**src/rtl/line_follow_pkg.sv**
```systemverilog
// Shared types and constants for the line-following controller.
package line_follow_pkg;

    typedef enum logic [2:0] {
        S_IDLE    = 3'd0,
        S_FORWARD = 3'd1,
        S_LEFT    = 3'd2,
        S_RIGHT   = 3'd3,
        S_SEARCH  = 3'd4,
        S_HALT    = 3'd5
    } state_t;

    typedef enum logic {
        SIDE_LEFT  = 1'b0,
        SIDE_RIGHT = 1'b1
    } side_t;

    localparam logic [2:0] PAT_LOST   = 3'b000;
    localparam logic [2:0] PAT_CENTER = 3'b010;
    localparam logic [2:0] PAT_ALL    = 3'b111;
    localparam logic [2:0] PAT_SPLIT  = 3'b101;

endpackage

```
**src/rtl/line_follow_ctrl_pattern_debounce.sv**
```systemverilog
// Sample-and-hold debounce: a pattern reaches filt only after DEBOUNCE
// consecutive identical samples.
module pattern_debounce #(
    parameter int DEBOUNCE = 4,
    parameter int WIDTH    = 3
) (
    input  logic             clk,
    input  logic             reset,
    input  logic [WIDTH-1:0] din,
    output logic [WIDTH-1:0] filt
);

    localparam int CW = (DEBOUNCE > 1) ? $clog2(DEBOUNCE) : 1;
    localparam logic [CW-1:0] CNT_MAX = CW'(DEBOUNCE - 1);

    logic [WIDTH-1:0] raw_q;
    logic [CW-1:0]    cnt;
    logic [CW-1:0]    cnt_next;
    logic             load;

    // Run-length counter of identical samples, saturating at CNT_MAX.
    // filt is loaded on the edge where the count reaches CNT_MAX, so a
    // pattern first seen in raw_q at edge t appears in filt at t+DEBOUNCE-1.
    always_comb begin
        cnt_next = '0;
        if (din == raw_q) begin
            cnt_next = (cnt == CNT_MAX) ? cnt : cnt + 1'b1;
        end
        load = (cnt_next == CNT_MAX);
    end

    // Sample register, run counter and accepted pattern.
    always_ff @(posedge clk or negedge reset) begin
        if (!reset) begin
            raw_q <= '0;
            cnt   <= '0;
            filt  <= '0;
        end else begin
            raw_q <= din;
            cnt   <= cnt_next;
            if (load) begin
                filt <= raw_q;
            end
        end
    end

endmodule

```
**src/rtl/line_follow_ctrl.sv**
```systemverilog
// Line-following steering FSM with lost-line search and timeout halt.
//
//   state   | meaning
//   --------+-------------------------------------------------
//   IDLE    | not running (enable low or just out of reset)
//   FORWARD | line centred, both wheels full speed
//   LEFT    | line drifting left, slow the left wheel
//   RIGHT   | line drifting right, slow the right wheel
//   SEARCH  | line lost, spin toward last_side, timed
//   HALT    | search timed out, stopped until enable drops
module line_follow_ctrl
    import line_follow_pkg::*;
#(
    parameter int         DEBOUNCE     = 4,
    parameter int         LOST_TIMEOUT = 1_000_000,
    parameter logic [9:0] SPD_FULL     = 10'd900,
    parameter logic [9:0] SPD_TURN     = 10'd500,
    parameter logic [9:0] SPD_SPIN     = 10'd400
) (
    input  logic       clk,
    input  logic       reset,
    input  logic       enable,
    input  logic [2:0] detect_road,
    output logic [9:0] left_speed,
    output logic [9:0] right_speed,
    output logic       left_dir,
    output logic       right_dir,
    output logic [2:0] state
);

    localparam int LW = (LOST_TIMEOUT > 1) ? $clog2(LOST_TIMEOUT) : 1;
    localparam logic [LW-1:0] LOST_MAX = LW'(LOST_TIMEOUT - 1);

    logic [2:0]    filt;
    state_t        state_q, state_n;
    side_t         side_q, side_n;
    logic [LW-1:0] lost_q, lost_n;
    logic [9:0]    ls_n, rs_n;
    logic          ld_n, rd_n;

    pattern_debounce #(
        .DEBOUNCE (DEBOUNCE),
        .WIDTH    (3)
    ) u_debounce (
        .clk   (clk),
        .reset (reset),
        .din   (detect_road),
        .filt  (filt)
    );

    // Next state, remembered side and lost-line counter.
    always_comb begin
        state_n = state_q;
        side_n  = side_q;
        lost_n  = '0;
        if (!enable) begin
            state_n = S_IDLE;
        end else if (state_q == S_HALT) begin
            state_n = S_HALT;
        end else begin
            case (filt)
                PAT_CENTER, PAT_ALL: state_n = S_FORWARD;
                3'b110, 3'b100: begin
                    state_n = S_LEFT;
                    side_n  = SIDE_LEFT;
                end
                3'b011, 3'b001: begin
                    state_n = S_RIGHT;
                    side_n  = SIDE_RIGHT;
                end
                PAT_LOST: begin
                    if (state_q == S_SEARCH) begin
                        if (lost_q == LOST_MAX) begin
                            state_n = S_HALT;
                        end else begin
                            state_n = S_SEARCH;
                            lost_n  = lost_q + 1'b1;
                        end
                    end else begin
                        state_n = S_SEARCH;
                    end
                end
                default: begin
                    // Split pattern: keep steering, but leave IDLE/SEARCH.
                    if (state_q == S_IDLE || state_q == S_SEARCH) begin
                        state_n = S_FORWARD;
                    end
                end
            endcase
        end
    end

    // Wheel commands decoded from the state being entered.
    always_comb begin
        ls_n = '0;
        rs_n = '0;
        ld_n = 1'b1;
        rd_n = 1'b1;
        case (state_n)
            S_FORWARD: begin
                ls_n = SPD_FULL;
                rs_n = SPD_FULL;
            end
            S_LEFT: begin
                ls_n = SPD_TURN;
                rs_n = SPD_FULL;
            end
            S_RIGHT: begin
                ls_n = SPD_FULL;
                rs_n = SPD_TURN;
            end
            S_SEARCH: begin
                ls_n = SPD_SPIN;
                rs_n = SPD_SPIN;
                ld_n = (side_n == SIDE_RIGHT);
                rd_n = (side_n == SIDE_LEFT);
            end
            default: ;
        endcase
    end

    // State, side, lost counter and registered outputs.
    always_ff @(posedge clk or negedge reset) begin
        if (!reset) begin
            state_q     <= S_IDLE;
            side_q      <= SIDE_LEFT;
            lost_q      <= '0;
            left_speed  <= '0;
            right_speed <= '0;
            left_dir    <= 1'b1;
            right_dir   <= 1'b1;
        end else begin
            state_q     <= state_n;
            side_q      <= side_n;
            lost_q      <= lost_n;
            left_speed  <= ls_n;
            right_speed <= rs_n;
            left_dir    <= ld_n;
            right_dir   <= rd_n;
        end
    end

    assign state = state_q;

endmodule

```
**config.mk**
```make
export PLATFORM = sky130hd
export DESIGN_NAME = line_follow_ctrl
export DESIGN_NICKNAME = d
export VERILOG_FILES = /design/src/rtl/line_follow_pkg.sv /design/src/rtl/line_follow_ctrl_pattern_debounce.sv /design/src/rtl/line_follow_ctrl.sv
export SDC_FILE = /design/constraint.sdc
export NUM_CORES = 1
export LEC_CHECK = 0
export ABC_AREA = 0
export ABC_CLOCK_PERIOD_IN_PS = 2520
export BUFFER_PORTS_ARGS = -buffer_cell sky130_fd_sc_hd__buf_2
export CAP_MARGIN = 20
export CORE_MARGIN = 2
export CORE_UTILIZATION = 50
export CTS_CLUSTER_SIZE = 10
export DETAILED_ROUTE_END_ITERATION = 8
export PLACE_DENSITY = 0.68
export SLEW_MARGIN = 15
export SYNTH_ARGS = -nofsm -noshare
export SYNTH_HDL_FRONTEND = slang
export SYNTH_SLANG_ARGS = --single-unit
```
**constraint.sdc**
```tcl
create_clock -name clk -period 2.52 [get_ports clk]
set_clock_uncertainty 0.05 [all_clocks]
set_input_delay 0.504 -clock clk [delete_from_list [all_inputs] [get_ports clk]]
set_output_delay 0.504 -clock clk [all_outputs]
set_load 0.005 [all_outputs]
```
==> Yosys cells after proc, flatten, opt, wreduce, memory -nomap -nowiden <==
Cells that the tools add are included.
{ "totals": {"regBits": 54, "elab_cells": 57, "output_inout_bits": 25} }
{ "op_classes": {"reduce_logical": 8, "add_sub_neg": 2, "n_eq_ne": 16, "bitwise": 1, "n_mux": 20} }
{ "op_table": {"columns": ["cell", "count"], "rows": [
  ["2-to-1 mux 20 bit", 5],
  ["case mux 10 bit (3 select lines)", 2],
  ["adder 20 x 1 -> 20 bit (second input constant)", 1],
  ["equality test 20 bit (second input constant)", 1],
  ["equality test 3 bit (second input constant)", 6],
  ["equality test 3 x 2 -> 1 bit (second input constant)", 4],
  ["2-to-1 mux 3 bit", 4],
  ["case mux 3 bit (4 select lines)", 1],
  ["OR reduction 2 bit", 5],
  ["equality test 3 x 1 -> 1 bit (second input constant)", 2],
  ["zero test 3 bit", 2],
  ["2-to-1 mux 1 bit", 5],
  ["equality test 2 bit (second input constant)", 2],
  ["2-to-1 mux 2 bit", 2],
  ["equality test 3 bit", 1],
  ["adder 2 x 1 -> 2 bit (second input constant)", 1],
  ["case mux 1 bit (2 select lines)", 1],
  ["logical OR 1 bit", 1],
  ["NOT 1 bit", 1]
]} }

==> Depth between registers and ports, before layout <==
Gate-level depths: netlist of the first run.
{ "logic_depth": {"ltp_word": 9, "depth_mapped": 6} }

==> Cells and area by module <==
A second synthesis of the first run with hierarchy kept.
{ "hier_totals": {"hier_cells": 194, "area_unflattened_um2": 2085.8} }
{ "by_module_without_submodules": {"columns": ["mod", "area_per_inst_um2", "cells_per_inst", "n_inst"], "rows": [
  ["line_follow_ctrl", 1798.0, 174, 1],
  ["pattern_debounce", 287.8, 20, 1]
]} }

==> Worst setup path after synthesis of the first run <==
OpenSTA, ideal clock, no wires.
{ "synth_timing": {"kind": "register to register", "start": "register lost_q[0]", "end": "register right_speed[4]", "arrival_ps": 1856, "stages_incl_launch_ff": 7, "path_slack_ps": 490, "cell_sequence": "dfrtp_1 -> ha_1 -> nand3_2 -> or4_4 -> o31ai_4 -> nor2_2 -> or2_1"} }
{ "synth_between": {"elab_chain_cells": 9} }
{ "synth_rtl": {"columns": ["item", "line", "text"], "rows": [
  ["start, declared", "line_follow_ctrl.sv:37", "logic [LW-1:0] lost_q, lost_n;"],
  ["start signal, assigned", "line_follow_ctrl.sv:135", "lost_q <= lost_n;"],
  ["equality test 20 bit (*)", "line_follow_ctrl.sv:73", "if (lost_q == LOST_MAX) begin"],
  ["2-to-1 mux 1 bit (*)", "line_follow_ctrl.sv:73", null],
  ["2-to-1 mux 3 bit (*)", "line_follow_ctrl.sv:72", "if (state_q == S_SEARCH) begin"],
  ["case mux 3 bit (4 select lines) (*)", "line_follow_ctrl.sv:61", "case (filt)"],
  ["2-to-1 mux 3 bit (*)", "line_follow_ctrl.sv:58", "end else if (state_q == S_HALT) begin"],
  ["2-to-1 mux 3 bit (*)", "line_follow_ctrl.sv:56", "if (!enable) begin"],
  ["equality test 3 x 2 -> 1 bit or equality test 3 x 1 -> 1 bit (tied branches)", "line_follow_ctrl.sv:99", "case (state_n)"],
  ["OR reduction 2 bit (no source line)", null, null],
  ["case mux 10 bit (3 select lines) (*)", "line_follow_ctrl.sv:99", null],
  ["via rs_n[4]", "line_follow_ctrl.sv:38", "logic [9:0] ls_n, rs_n;"],
  ["end signal, assigned", "line_follow_ctrl.sv:137", "right_speed <= rs_n;"],
  ["end, declared", "line_follow_ctrl.sv:25", "output logic [9:0] right_speed,"]
]} }
Mark *: on every way through the listed nets, which the timed path passes. The rest lies on a longest branch.
A chain may end at the register's enable or synchronous reset.

==> Worst setup path after layout of the first run <==
{ "layout_timing": {"start": "register lost_q[0]", "end": "register right_speed[8]"} }
{ "layout_between": {"elab_chain_cells": 9} }
{ "layout_rtl": {"columns": ["item", "line"], "rows": [
  ["equality test 20 bit (*)", "line_follow_ctrl.sv:73"],
  ["2-to-1 mux 1 bit (*)", "line_follow_ctrl.sv:73"],
  ["2-to-1 mux 3 bit (*)", "line_follow_ctrl.sv:72"],
  ["case mux 3 bit (4 select lines) (*)", "line_follow_ctrl.sv:61"],
  ["2-to-1 mux 3 bit (*)", "line_follow_ctrl.sv:58"],
  ["2-to-1 mux 3 bit (*)", "line_follow_ctrl.sv:56"],
  ["equality test 3 x 2 -> 1 bit or equality test 3 x 1 -> 1 bit (tied branches)", "line_follow_ctrl.sv:99"],
  ["OR reduction 2 bit (no source line)", null],
  ["case mux 10 bit (3 select lines) (*)", "line_follow_ctrl.sv:99"]
]} }
Every way passes the cells marked *; elsewhere a longest branch is shown, timed or not.

==> results of run 1 <==
## worst min-delay path by stage
| stage | from | endpoint | slack, ps |
|---|---|---|---|
| final | reset | state[1]$_DFF_PN0_ | 140 |
| after global routing | reset | right_speed[9]$_DFF_PN0_ | 150 |
| after CTS | reset | right_speed[6]$_DFF_PN0_ | 140 |
| after detailed placement | u_debounce.cnt[0]$_DFF_PN0_ | u_debounce.cnt[0]$_DFF_PN0_ | 390 |
| after global placement | u_debounce.cnt[0]$_DFF_PN0_ | u_debounce.cnt[0]$_DFF_PN0_ | 380 |
| after floorplan | reset | left_speed[2]$_DFF_PN0_ | 160 |
## cell type report
cell class | count | area, µm² | area share (%)
Multi-Input combinational cell | 131 | 845 | 37.5
Clock buffer | 6 | 72.6 | 3.22
Clock inverter | 1 | 5.00 | 0.222
Inverter | 6 | 22.5 | 0.999
Sequential cell | 44 | 1100 | 49.0
Tap cell | 50 | 62.6 | 2.78
Timing Repair Buffer | 27 | 143 | 6.33
## logic make-up after synthesis
kind of cell,synth area share [%]
and+or+nand+nor,22.9
xor gates and xnor gates,8.11
DFF,53.8
other,0.183
buffers and inverters,5.98
muxes,1.65
adders and majority gates,0.610
AOI/OAI and AO/OA,6.77
## per-stage QoR
step	hold slack [ps]	area [µm²]
floorplan	158	2070
global placement	380	2180
detailed placement	386	2180
CTS	138	2250
global route	153	2250
finish	139	2250
## state kept, by name, indices dropped and copies added (netlist names)
name and count:
u_debounce.filt 3, left_dir 1, side_q 1, u_debounce.raw_q 3
left_speed 5, right_speed 5, right_dir 1, lost_q 20
state 3, u_debounce.cnt 2
## worst max-delay path: cells and delay by family (launching register included)
family | cells | cell delay [ps]
simple gates | 3 | 760
compound gates | 2 | 630
flops | 1 | 380
fa+ha+maj | 1 | 220
## per-layer routing
layer,vias up,routed length (µm)
met4,0,41
li1,680,-
met5,-,0
met3,6,119
met1,676,1670
met2,26,1880
## power by group through the flow
stage          Combinational, µW  Sequential (µW)  Clock, µW
2_1_floorplan                176              819          0
3_3_place_gp                 259              815          0
3_5_place_dp                 269              822          0
4_1_cts                      270              808        419
5_1_grt                      296              814        443
6_report                     267              807        399
## layout by cell type (no fill, tap or decap), types with 2 or more instances in the layout
| cell type | n |
|---|---|
| sky130_fd_sc_hd__mux2_2 | 3 |
| sky130_fd_sc_hd__buf_2 | 24 |
| sky130_fd_sc_hd__buf_4 | 3 |
| sky130_fd_sc_hd__nor4_1 | 2 |
| sky130_fd_sc_hd__and3_2 | 3 |
| sky130_fd_sc_hd__o2111ai_1 | 2 |
| sky130_fd_sc_hd__nand2_1 | 12 |
| sky130_fd_sc_hd__a211o_1 | 2 |
| sky130_fd_sc_hd__nand2b_1 | 4 |
| sky130_fd_sc_hd__dfrtp_1 | 42 |
| sky130_fd_sc_hd__o21ai_0 | 2 |
| sky130_fd_sc_hd__nor3_1 | 3 |
| sky130_fd_sc_hd__nand3_1 | 6 |
| sky130_fd_sc_hd__nor2b_1 | 3 |
| sky130_fd_sc_hd__and4_1 | 2 |
| sky130_fd_sc_hd__nor2_1 | 24 |
| sky130_fd_sc_hd__xor2_1 | 9 |
| sky130_fd_sc_hd__nand4_1 | 5 |
| sky130_fd_sc_hd__nand3b_1 | 2 |
| sky130_fd_sc_hd__clkbuf_8 | 5 |
| sky130_fd_sc_hd__inv_1 | 6 |
| sky130_fd_sc_hd__dfstp_2 | 2 |
| sky130_fd_sc_hd__or3_1 | 2 |
| sky130_fd_sc_hd__xnor2_1 | 10 |
| sky130_fd_sc_hd__conb_1 | 6 |
| sky130_fd_sc_hd__a21oi_1 | 5 |
| sky130_fd_sc_hd__and2_1 | 3 |
## Yosys cell counts (all sizes together), types with 3 or more instances
cell type / count
a21oi: 5
and2: 5
and3: 4
and4: 3
buf: 12
dfrtp: 42
inv: 6
mux2: 3
nand2: 12
nand2b: 4
nand3: 7
nand4: 5
nor2: 25
nor2b: 3
nor3: 3
xnor2: 10
xor2: 9
==> impl_summary.log, run 1 <==
INFO  metric status = finished clean
INFO  metric synth.cell_area = 2050 µm²
INFO  metric power.share.combinational = 18.1%
INFO  metric place_ws = 349 ps
INFO  metric dpl.cell_count = 258
INFO  metric filler_cell_count = 337
INFO  metric rsz0062_at_grt = false
INFO  metric worst_setup_hold_path_clk_slew = 70 ps
INFO  metric clock-root-buffer = sky130_fd_sc_hd__clkbuf_8
INFO  metric crit_path_cell_trace = ha_1, nand3_2, or4_4, o31ai_4, nor2_2, a211o_1
INFO  metric critPathLaunch = lost_q[0]$_DFF_PN0_
INFO  metric synth_seq_area_share = 53.8%
INFO  metric final_core_util = 56.7%
INFO  metric route.detailed.vias_per_inst = 5.24
INFO  metric hold_class = in -> async
INFO  metric floorplan.die_area = 4630 µm²
INFO  metric maximum_number_of_pins_on_one_net_before_global_route_repair = 24
INFO  metric grt_use_met3 = 4.93%
INFO  metric worst_slew_margin_rel = 59.5%
INFO  metric setup_tns = 0 ps
INFO  metric setup.worst_path.start_class = flip-flop
INFO  metric pwr_density_cell = 654 nW/µm²
INFO  metric clock_tree_from_tritoncts = built
INFO  metric netlist.top_cell.by_area = sky130_fd_sc_hd__dfrtp_1
INFO  metric final_nets = 222
INFO  metric clock_sink_count = 44
INFO  metric clock_insertion_delay_worst_skew = 280 ps
INFO  metric async_flop_share = 100%
INFO  metric cp.arrival = 2300 ps
INFO  metric vdd_drop_max = 395 µV
INFO  metric leak_pwr = 0.00104 µW
INFO  metric portBuffers = 24
INFO  metric cts.repair.resized = 0
INFO  metric drt_first_pass_iters = 5
INFO  metric grt_overflow = 0
INFO  metric busiest_layer = met2
INFO  metric cts-htree-levels = 2
INFO  metric finalWeightedCongestion = 0.817
INFO  metric critPathCapture = right_speed[8]$_DFF_PN0_
INFO  metric wire_per_inst = 14.0 µm
INFO  metric global_route_wire_length_before_repair = 6310 µm
INFO  metric worst-slew-pin-transition = 607 ps
INFO  metric number_of_flops_mapped_to_enable_cells_by_yosys = 0
INFO  metric worst-r2r-setup-slack = 340 ps
INFO  metric total_count_of_hold_check_failures_in_the_final_report = 0
INFO  metric worst_r2r_endpoint = right_speed[8]$_DFF_PN0_
INFO  metric synth_top_flop_cell = sky130_fd_sc_hd__dfrtp_1
INFO  metric fin_ws = 344 ps
INFO  metric dp.final_hpwl = 2820 µm
INFO  metric number_of_storage_elements_in_the_synthesis_netlist = 44
INFO  metric total_global_route_track_usage = 18.7%
INFO  metric crit_path_end_kind = flip-flop
INFO  metric y_dimension_of_the_die = 68.1 µm
INFO  metric post_synth.cell_area_avg = 10.8 µm²
INFO  metric rr_startpoint = lost_q[0]$_DFF_PN0_
INFO  metric net_sw_share = 27.2%
INFO  metric slew_viol_final = 0
INFO  metric r2r.worst_path.cells = 6
INFO  metric worst-endpoint-required = 2640 ps
INFO  metric dr_total_vias = 1388
INFO  metric grt_antenna_before_repair = 0
INFO  metric share_of_power_burned_in_registers = 54.8%
INFO  metric critical-path-slowest-cell = sky130_fd_sc_hd__or4_4
INFO  metric cts_setup_buffers = 0
INFO  metric drive_above_1_share = 24.2%
INFO  metric total_switching_power = 401 µW
INFO  metric layoutNonFillerInstCount = 265
INFO  metric antenna_left = 0
INFO  metric yosysUniqueCellTypes = 49
INFO  metric postSynthCellCount = 190
INFO  metric placement_rows = 23
INFO  metric grt_pass1_vias = 1368
INFO  metric netlist_top_cells_area = sky130_fd_sc_hd__dfrtp_1, sky130_fd_sc_hd__nor2_1, sky130_fd_sc_hd__xnor2_1
INFO  metric worst_path_largest_cell_delay = 540 ps
INFO  metric clock_power_share = 27.1%
INFO  metric ioPinCount = 31
INFO  metric synthesis.yosys.warnings = 0
INFO  metric cts_hold_bufs = 0
INFO  metric largest_fanout_on_the_critical_path = 8
INFO  metric routed_wirelength = 3710 µm
INFO  metric synth_top_area_share = 51.2%
INFO  metric core_area = 3970 µm²
INFO  metric initial_utilization = 51.7%
INFO  metric route.detailed.drc = 0
INFO  metric die_width = 68.1 µm
INFO  metric crit_type = reg -> reg
INFO  metric finalCritPeriodShare = 86.3%
INFO  metric max_freq = 460 MHz
INFO  metric p_int = 1070 µW
INFO  metric setup_violations = 0
INFO  metric groute.layer.met2.usage = 31.4%
INFO  metric antenna_cells = 0
INFO  metric max_cap_viols = 0
INFO  metric fin_crit = 2180 ps
INFO  metric cts_buffer_depth = 2
INFO  metric cts_inserted_buffers = 5
INFO  metric post-layout-total-power = 1470 µW
INFO  metric gr-usage-met1 = 23.3%
INFO  metric drt_first_iter_violations = 96
INFO  metric areaGrowthSynthToFinish = 9.82%
Note: power is estimated with default switching activity, not from simulation.
==> run 2, diff against run 1 <==
SYNTH_HIERARCHICAL = 1   (was not set)
==> run 2 against run 1 <==
Area after synthesis is 1.6% higher. Sequential share of layout area is 0.62 points lower. Maximum frequency is 8.9% higher. Largest cell class unchanged. Highest routed layer unchanged.
==> impl_summary.log, run 2 <==
INFO  metric status = finished clean
INFO  metric antenna_cells = 0
INFO  metric setup_tns = 0 ps
INFO  metric total_count_of_hold_check_failures_in_the_final_report = 0
INFO  metric setup.worst_path.start_class = flip-flop
INFO  metric worst_setup_hold_path_clk_slew = 80 ps
INFO  metric finalCritPeriodShare = 79.3%
INFO  metric synth_seq_area_share = 52.9%
INFO  metric route.detailed.drc = 0
INFO  metric layout_top_registers = lost_q (20), left_speed (5), right_speed (5)
INFO  metric layoutNonFillerInstCount = 265
INFO  metric vdd_drop_max = 419 µV
INFO  metric filler_cell_count = 356
INFO  metric yosysUniqueCellTypes = 44
INFO  metric max_freq = 501 MHz
INFO  metric clock-root-buffer = sky130_fd_sc_hd__clkbuf_8
INFO  metric leak_pwr = 0.00103 µW
INFO  metric fin_ws = 522 ps
INFO  metric antenna_left = 0
INFO  metric slew_viol_final = 0
INFO  metric clock_insertion_delay_worst_skew = 300 ps
INFO  metric most-common-layout-cells = sky130_fd_sc_hd__dfrtp_1, sky130_fd_sc_hd__nor2_1, sky130_fd_sc_hd__buf_2
INFO  metric dpl.cell_count = 257
INFO  metric grt_pass1_vias = 1289
INFO  metric wire_per_inst = 12.8 µm
INFO  metric dp.final_hpwl = 2450 µm
INFO  metric leading_cell_type_in_the_layout_fill_and_taps_excluded = sky130_fd_sc_hd__dfrtp_1
INFO  metric number_of_flops_mapped_to_enable_cells_by_yosys = 0
INFO  metric areaGrowthSynthToFinish = 9.42%
INFO  metric floorplan.die_area = 4700 µm²
INFO  metric worst-r2r-setup-slack = 520 ps
INFO  metric route.detailed.vias_per_inst = 5.22
INFO  metric grt_antenna_before_repair = 0
INFO  metric ioPinCount = 31
INFO  metric drive_above_1_share = 21.9%
INFO  metric post-synth-top-count-cell = sky130_fd_sc_hd__dfrtp_1
INFO  metric r2r.worst_path.cells = 6
INFO  metric clock_sink_count = 44
INFO  metric cts.repair.resized = 0
INFO  metric global_route_wire_length_before_repair = 5780 µm
INFO  metric synth_top_area_share = 50.4%
INFO  metric dr_total_vias = 1384
INFO  metric crit_path_cell_trace = ha_1, and3_1, and3_4, and4_4, a21oi_2, or3b_1
INFO  metric final_nets = 221
INFO  metric crit_path_end_kind = flip-flop
INFO  metric clock_tree_from_tritoncts = built
INFO  metric largest_fanout_on_the_critical_path = 6
INFO  metric cts-htree-levels = 2
INFO  metric placement_rows = 23
INFO  metric area_used_by_multi_input_combinational_logic = 851 µm²
INFO  metric worst_r2r_endpoint = left_dir$_DFF_PN1_
INFO  metric rr_startpoint = lost_q[0]$_DFF_PN0_
INFO  metric initial_utilization = 52.1%
INFO  metric pwr_density_cell = 682 nW/µm²
INFO  metric number_of_storage_elements_in_the_synthesis_netlist = 44
INFO  metric hold_class = in -> reg
INFO  metric async_flop_share = 100%
INFO  metric critPathCapture = left_dir$_DFF_PN1_
INFO  metric cts_setup_buffers = 0
INFO  metric portBuffers = 24
INFO  metric worst-slew-pin-transition = 930 ps
INFO  metric finalWeightedCongestion = 0.799
INFO  metric synth_top_flop_cell = sky130_fd_sc_hd__dfrtp_1
INFO  metric cp.arrival = 2170 ps
INFO  metric area.sequential = 1100 µm²
INFO  metric grt_overflow = 0
INFO  metric maximum_number_of_pins_on_one_net_before_global_route_repair = 45
INFO  metric largest-register = lost_q
INFO  metric worst_slew_margin_rel = 38.0%
INFO  metric synthesis.yosys.warnings = 6
INFO  metric total_global_route_track_usage = 17.1%
INFO  metric largest_reg_flops = 20
INFO  metric routed_wirelength = 3390 µm
INFO  metric final_core_util = 57.1%
INFO  metric place_ws = 516 ps
INFO  metric rsz0062_at_grt = false
INFO  metric y_dimension_of_the_die = 68.6 µm
INFO  metric worst_path_largest_cell_delay = 410 ps
INFO  metric post_synth_most_frequent_cells = sky130_fd_sc_hd__dfrtp_1, sky130_fd_sc_hd__nor2_1, sky130_fd_sc_hd__xnor2_1
INFO  metric drt_first_iter_violations = 75
INFO  metric setup_violations = 0
INFO  metric die_width = 68.6 µm
INFO  metric critPathLaunch = lost_q[0]$_DFF_PN0_
INFO  metric postSynthCellCount = 194
INFO  metric worst-endpoint-required = 2690 ps
INFO  metric critical-path-slowest-cell = sky130_fd_sc_hd__dfrtp_1
INFO  metric crit_type = reg -> reg
INFO  metric cts_hold_bufs = 0
INFO  metric cts_buffer_depth = 2
INFO  metric netlist_top_cells_area = sky130_fd_sc_hd__dfrtp_1, sky130_fd_sc_hd__xnor2_1, sky130_fd_sc_hd__nor2_1
INFO  metric core_area = 4000 µm²
INFO  metric drt_first_pass_iters = 4
INFO  metric cts_inserted_buffers = 5
INFO  metric netlist.top_cell.by_area = sky130_fd_sc_hd__dfrtp_1
INFO  metric fin_crit = 2000 ps
INFO  metric max_cap_viols = 0
INFO  metric synth.cell_area = 2090 µm²
INFO  metric post_synth.cell_area_avg = 10.8 µm²
run 2: where the power goes:
part	internal, µW	total (µW)	switching [µW]
sequential	762	801	39.2
combinational	107	236	129
clock	294	519	225
total	1160	1560	394
run 2: layout make-up:
type | instances | share of cell area, %
inverter | 6 | 0.987
sequential | 44 | 48.4
multi-input combinational | 131 | 37.3
clock inverter | 2 | 1.54
tap | 50 | 2.74
clock buffer | 6 | 3.18
timing repair buffer | 26 | 5.92
run 2: logic make-up after synthesis:
| group | count (synthesis) | share of synthesized area [%] |
|---|---|---|
| fa+ha+maj | 1 | 0.600 |
| buf+inv | 24 | 7.20 |
| other cells | 1 | 0.180 |
| xor+xnor | 21 | 8.82 |
| flops | 44 | 52.9 |
| compound gates | 16 | 6.60 |
| mux | 4 | 2.10 |
| simple gates | 83 | 21.6 |
run 2: worst max-delay path, delay by kind of cell (launching register included):
kind	cells	cell delay, ps
fa+ha+maj	1	230
flops	1	410
compound gates	1	250
simple gates	4	980
run 2: worst min path at each step:
stage / startpoint / cells after the start / slack (ps) / endpoint
2_1_floorplan: reset / 0 / 160 / left_speed[2]$_DFF_PN0_
3_3_place_gp: u_debounce/cnt[0]$_DFF_PN0_ / 1 / 380 / u_debounce/cnt[0]$_DFF_PN0_
3_5_place_dp: u_debounce/cnt[0]$_DFF_PN0_ / 1 / 390 / u_debounce/cnt[0]$_DFF_PN0_
4_1_cts: detect_road[2] / 1 / 280 / u_debounce/raw_q[2]$_DFF_PN0_
5_1_grt: detect_road[2] / 1 / 270 / u_debounce/raw_q[2]$_DFF_PN0_
6_report: detect_road[2] / 1 / 280 / u_debounce/raw_q[2]$_DFF_PN0_
run 2: per-stage QoR:
stage	area (µm²)	total power [µW]	hold slack (ps)
global route	2280	1650	266
CTS	2280	1580	277
finish	2280	1560	283
floorplan	2100	983	158
global placement	2170	1050	382
detailed placement	2170	1050	394
run 2: routing by layer:
metal / vias to the layer above / wire length [µm] / global-route usage, %
met5: - / 0 / 0
met4: 0 / 29 / 6.00
met3: 2 / 176 / 6.82
met2: 31 / 1650 / 26.6
met1: 674 / 1540 / 21.6
li1: 677 / - / -
==> run 3, diff against run 2 <==
ABC_CLOCK_PERIOD_IN_PS = 1700   (was 2520)
PLACE_DENSITY = 0.71   (was 0.68)
clock period = 1.7 ns   (was 2.52 ns; I/O delays follow)
==> run 3 against run 2 <==
Cell count increased by 6.8%. Critical path depth grew 1. Clock power up 34%. Sequential share of layout area down 3.8 points. Sequential cell count unchanged. Largest power group unchanged. Cell area rose by 8.7%. Highest routed layer unchanged. Maximum frequency rose by 15%. First-iteration DRC count is 12% lower. Wire length up 10%. Via count is 5.1% higher. Power grew 51%. The run now ends with negative setup slack left.
==> impl_summary.log, run 3 (synthesis gave the netlist of run 2 again) <==
INFO  metric setup_violations = 20
INFO  metric clock-root-buffer = sky130_fd_sc_hd__clkbuf_8
INFO  metric drt_first_pass_iters = 6
INFO  metric leading_cell_type_in_the_layout_fill_and_taps_excluded = sky130_fd_sc_hd__dfrtp_1
INFO  metric fin_crit = 1740 ps
INFO  metric areaGrowthSynthToFinish = 19.0%
INFO  metric worst_path_largest_cell_delay = 390 ps
INFO  metric maximum_number_of_pins_on_one_net_before_global_route_repair = 27
INFO  metric crit_type = reg -> reg
INFO  metric cts-htree-levels = 2
INFO  metric largest_fanout_on_the_critical_path = 20
INFO  metric most-common-layout-cells = sky130_fd_sc_hd__dfrtp_1, sky130_fd_sc_hd__nor2_1, sky130_fd_sc_hd__buf_2
INFO  metric grt_overflow = 0
INFO  metric failed_checks = negative setup slack
INFO  metric floorplan.die_area = 4700 µm²
INFO  metric net_sw_share = 26.2%
INFO  metric die_width = 68.6 µm
INFO  metric cp_common_cell = sky130_fd_sc_hd__and3_4
INFO  metric status = complete, but fails checks
INFO  metric placement_rows = 23
INFO  metric layout_top_registers = lost_q (20), left_speed (5), right_speed (5)
INFO  metric antenna_left = 0
INFO  metric finalWeightedCongestion = 0.845
INFO  metric total_global_route_track_usage = 18.6%
INFO  metric post-layout-total-power = 2340 µW
INFO  metric vdd_drop_max = 494 µV
INFO  metric filler_cell_count = 330
INFO  metric share_of_power_burned_in_registers = 50.4%
INFO  metric route.detailed.vias_per_inst = 5.14
INFO  metric hold_class = in -> reg
INFO  metric drive_above_1_share = 31.3%
INFO  metric largest-register = lost_q
INFO  metric hold_slack = 126 ps
INFO  metric clock_sink_count = 44
INFO  metric ioPinCount = 31
INFO  metric cp.arrival = 1910 ps
INFO  metric pwr_density_cell = 945 nW/µm²
INFO  metric worst_setup_hold_path_clk_slew = 70 ps
INFO  metric clock_power_share = 29.8%
INFO  metric largest_reg_flops = 20
INFO  metric initial_utilization = 52.1%
INFO  metric global_route_wire_length_before_repair = 6320 µm
INFO  metric fin_ws = -41.6 ps
INFO  metric max_cap_viols = 0
INFO  metric power.share.combinational = 19.8%
INFO  metric worst-endpoint-required = 1870 ps
INFO  metric finalCritPeriodShare = 102%
INFO  metric leak_pwr = 0.00112 µW
INFO  metric total_count_of_hold_check_failures_in_the_final_report = 0
INFO  metric routed_wirelength = 3730 µm
INFO  metric dp.final_hpwl = 2610 µm
INFO  metric final_core_util = 62.0%
INFO  metric total_switching_power = 615 µW
INFO  metric antenna_cells = 0
INFO  metric portBuffers = 24
INFO  metric p_int = 1730 µW
INFO  metric max_freq = 574 MHz
INFO  metric crit_path_end_kind = flip-flop
INFO  metric cts_buffer_depth = 2
INFO  metric final_nets = 239
INFO  metric slew_viol_final = 0
INFO  metric drt_first_iter_violations = 66
INFO  metric wire_per_inst = 13.2 µm
INFO  metric cts_inserted_buffers = 5
INFO  metric y_dimension_of_the_die = 68.6 µm
INFO  metric dr_total_vias = 1454
INFO  metric setup.worst_path.start_class = flip-flop
INFO  metric crit_path_cell_trace = ha_2, and3_4, and3_4, and4_4, nand4b_1, buf_12, nor2b_1
INFO  metric grt_antenna_before_repair = 0
INFO  metric rsz0062_at_grt = true
INFO  metric clock_insertion_delay_worst_skew = 290 ps
INFO  metric route.detailed.drc = 0
INFO  metric grt_pass1_vias = 1395
INFO  metric core_area = 4000 µm²
INFO  metric critical-path-slowest-cell = sky130_fd_sc_hd__dfrtp_1
INFO  metric clock_tree_from_tritoncts = built
-- run 3: worst paths after layout --
| kind | endpoint | depth (start not counted) | slack, ps | from |
|---|---|---|---|---|
| min in group asynchronous | left_speed[2]$_DFF_PN0_ | 2 | 460 | reset |
| hold reg to reg | u_debounce/cnt[0]$_DFF_PN0_ | 1 | 400 | u_debounce/cnt[0]$_DFF_PN0_ |
| setup / recovery | lost_q[12]$_DFF_PN0_ | 7 | -40 | lost_q[1]$_DFF_PN0_ |
| max in group asynchronous | u_debounce/filt[1]$_DFFE_PN0N_ | 3 | 650 | reset |
| hold / removal | u_debounce/raw_q[2]$_DFF_PN0_ | 1 | 130 | detect_road[2] |
| setup reg to reg | lost_q[12]$_DFF_PN0_ | 7 | -40 | lost_q[1]$_DFF_PN0_ |
-- run 3: timing repair --
item | 4_1_cts | 5_1_grt
pin swaps | 0 | 1
endpoints found under the setup margin | 10 | 29
endpoints found under the hold margin | 16 | 0
buffers inserted | 0 | 1
resized for setup | 0 | 10
hold buffers | 1 | 0
cloned | 0 | 1
-- run 3: final cells by class --
class                      instances  area, µm²  share of cell area (%)
inverter                           6       22.5                   0.908
tap                               50       62.6                    2.52
timing repair buffer              44        299                    12.1
clock buffer                       8        100                    4.03
sequential                        44       1110                    44.6
multi-input combinational        131        891                    35.9
-- run 3: per-layer routing --
metal / up-vias / track usage [%] / share of wire [%]
li1: 716 / - / -
met1: 689 / 23.4 / 46
met2: 44 / 30.4 / 48
met3: 5 / 5.36 / 4.5
met4: 0 / 6.75 / 1.2
met5: - / 0 / 0
-- run 3: power groups by stage --
stage	Combinational (µW)	Sequential, µW	Clock [µW]
3_5_place_dp	433	1200	0
6_report	464	1180	698
4_1_cts	436	1180	719
5_1_grt	522	1190	768
2_1_floorplan	270	1200	0
3_3_place_gp	426	1190	0
-- run 3: stage by stage --
step           cells  setup TNS [ps]  cell area, µm²  worst slack (ps)
2_1_floorplan    199            -795            2120             -74.1
3_3_place_gp     272               0            2320              40.4
3_5_place_dp     272           -6.52            2320             -6.52
4_1_cts          281            -103            2430             -25.2
5_1_grt          283           -1450            2480             -78.4
6_report         283            -300            2480             -41.6
-- run 3: critical path: cells and delay by family (launching register included) --
family / cells / cell delay [ps]
buffers and inverters: 1 / 210
adders and majority gates: 1 / 190
DFF: 1 / 390
and+or+nand+nor: 5 / 830
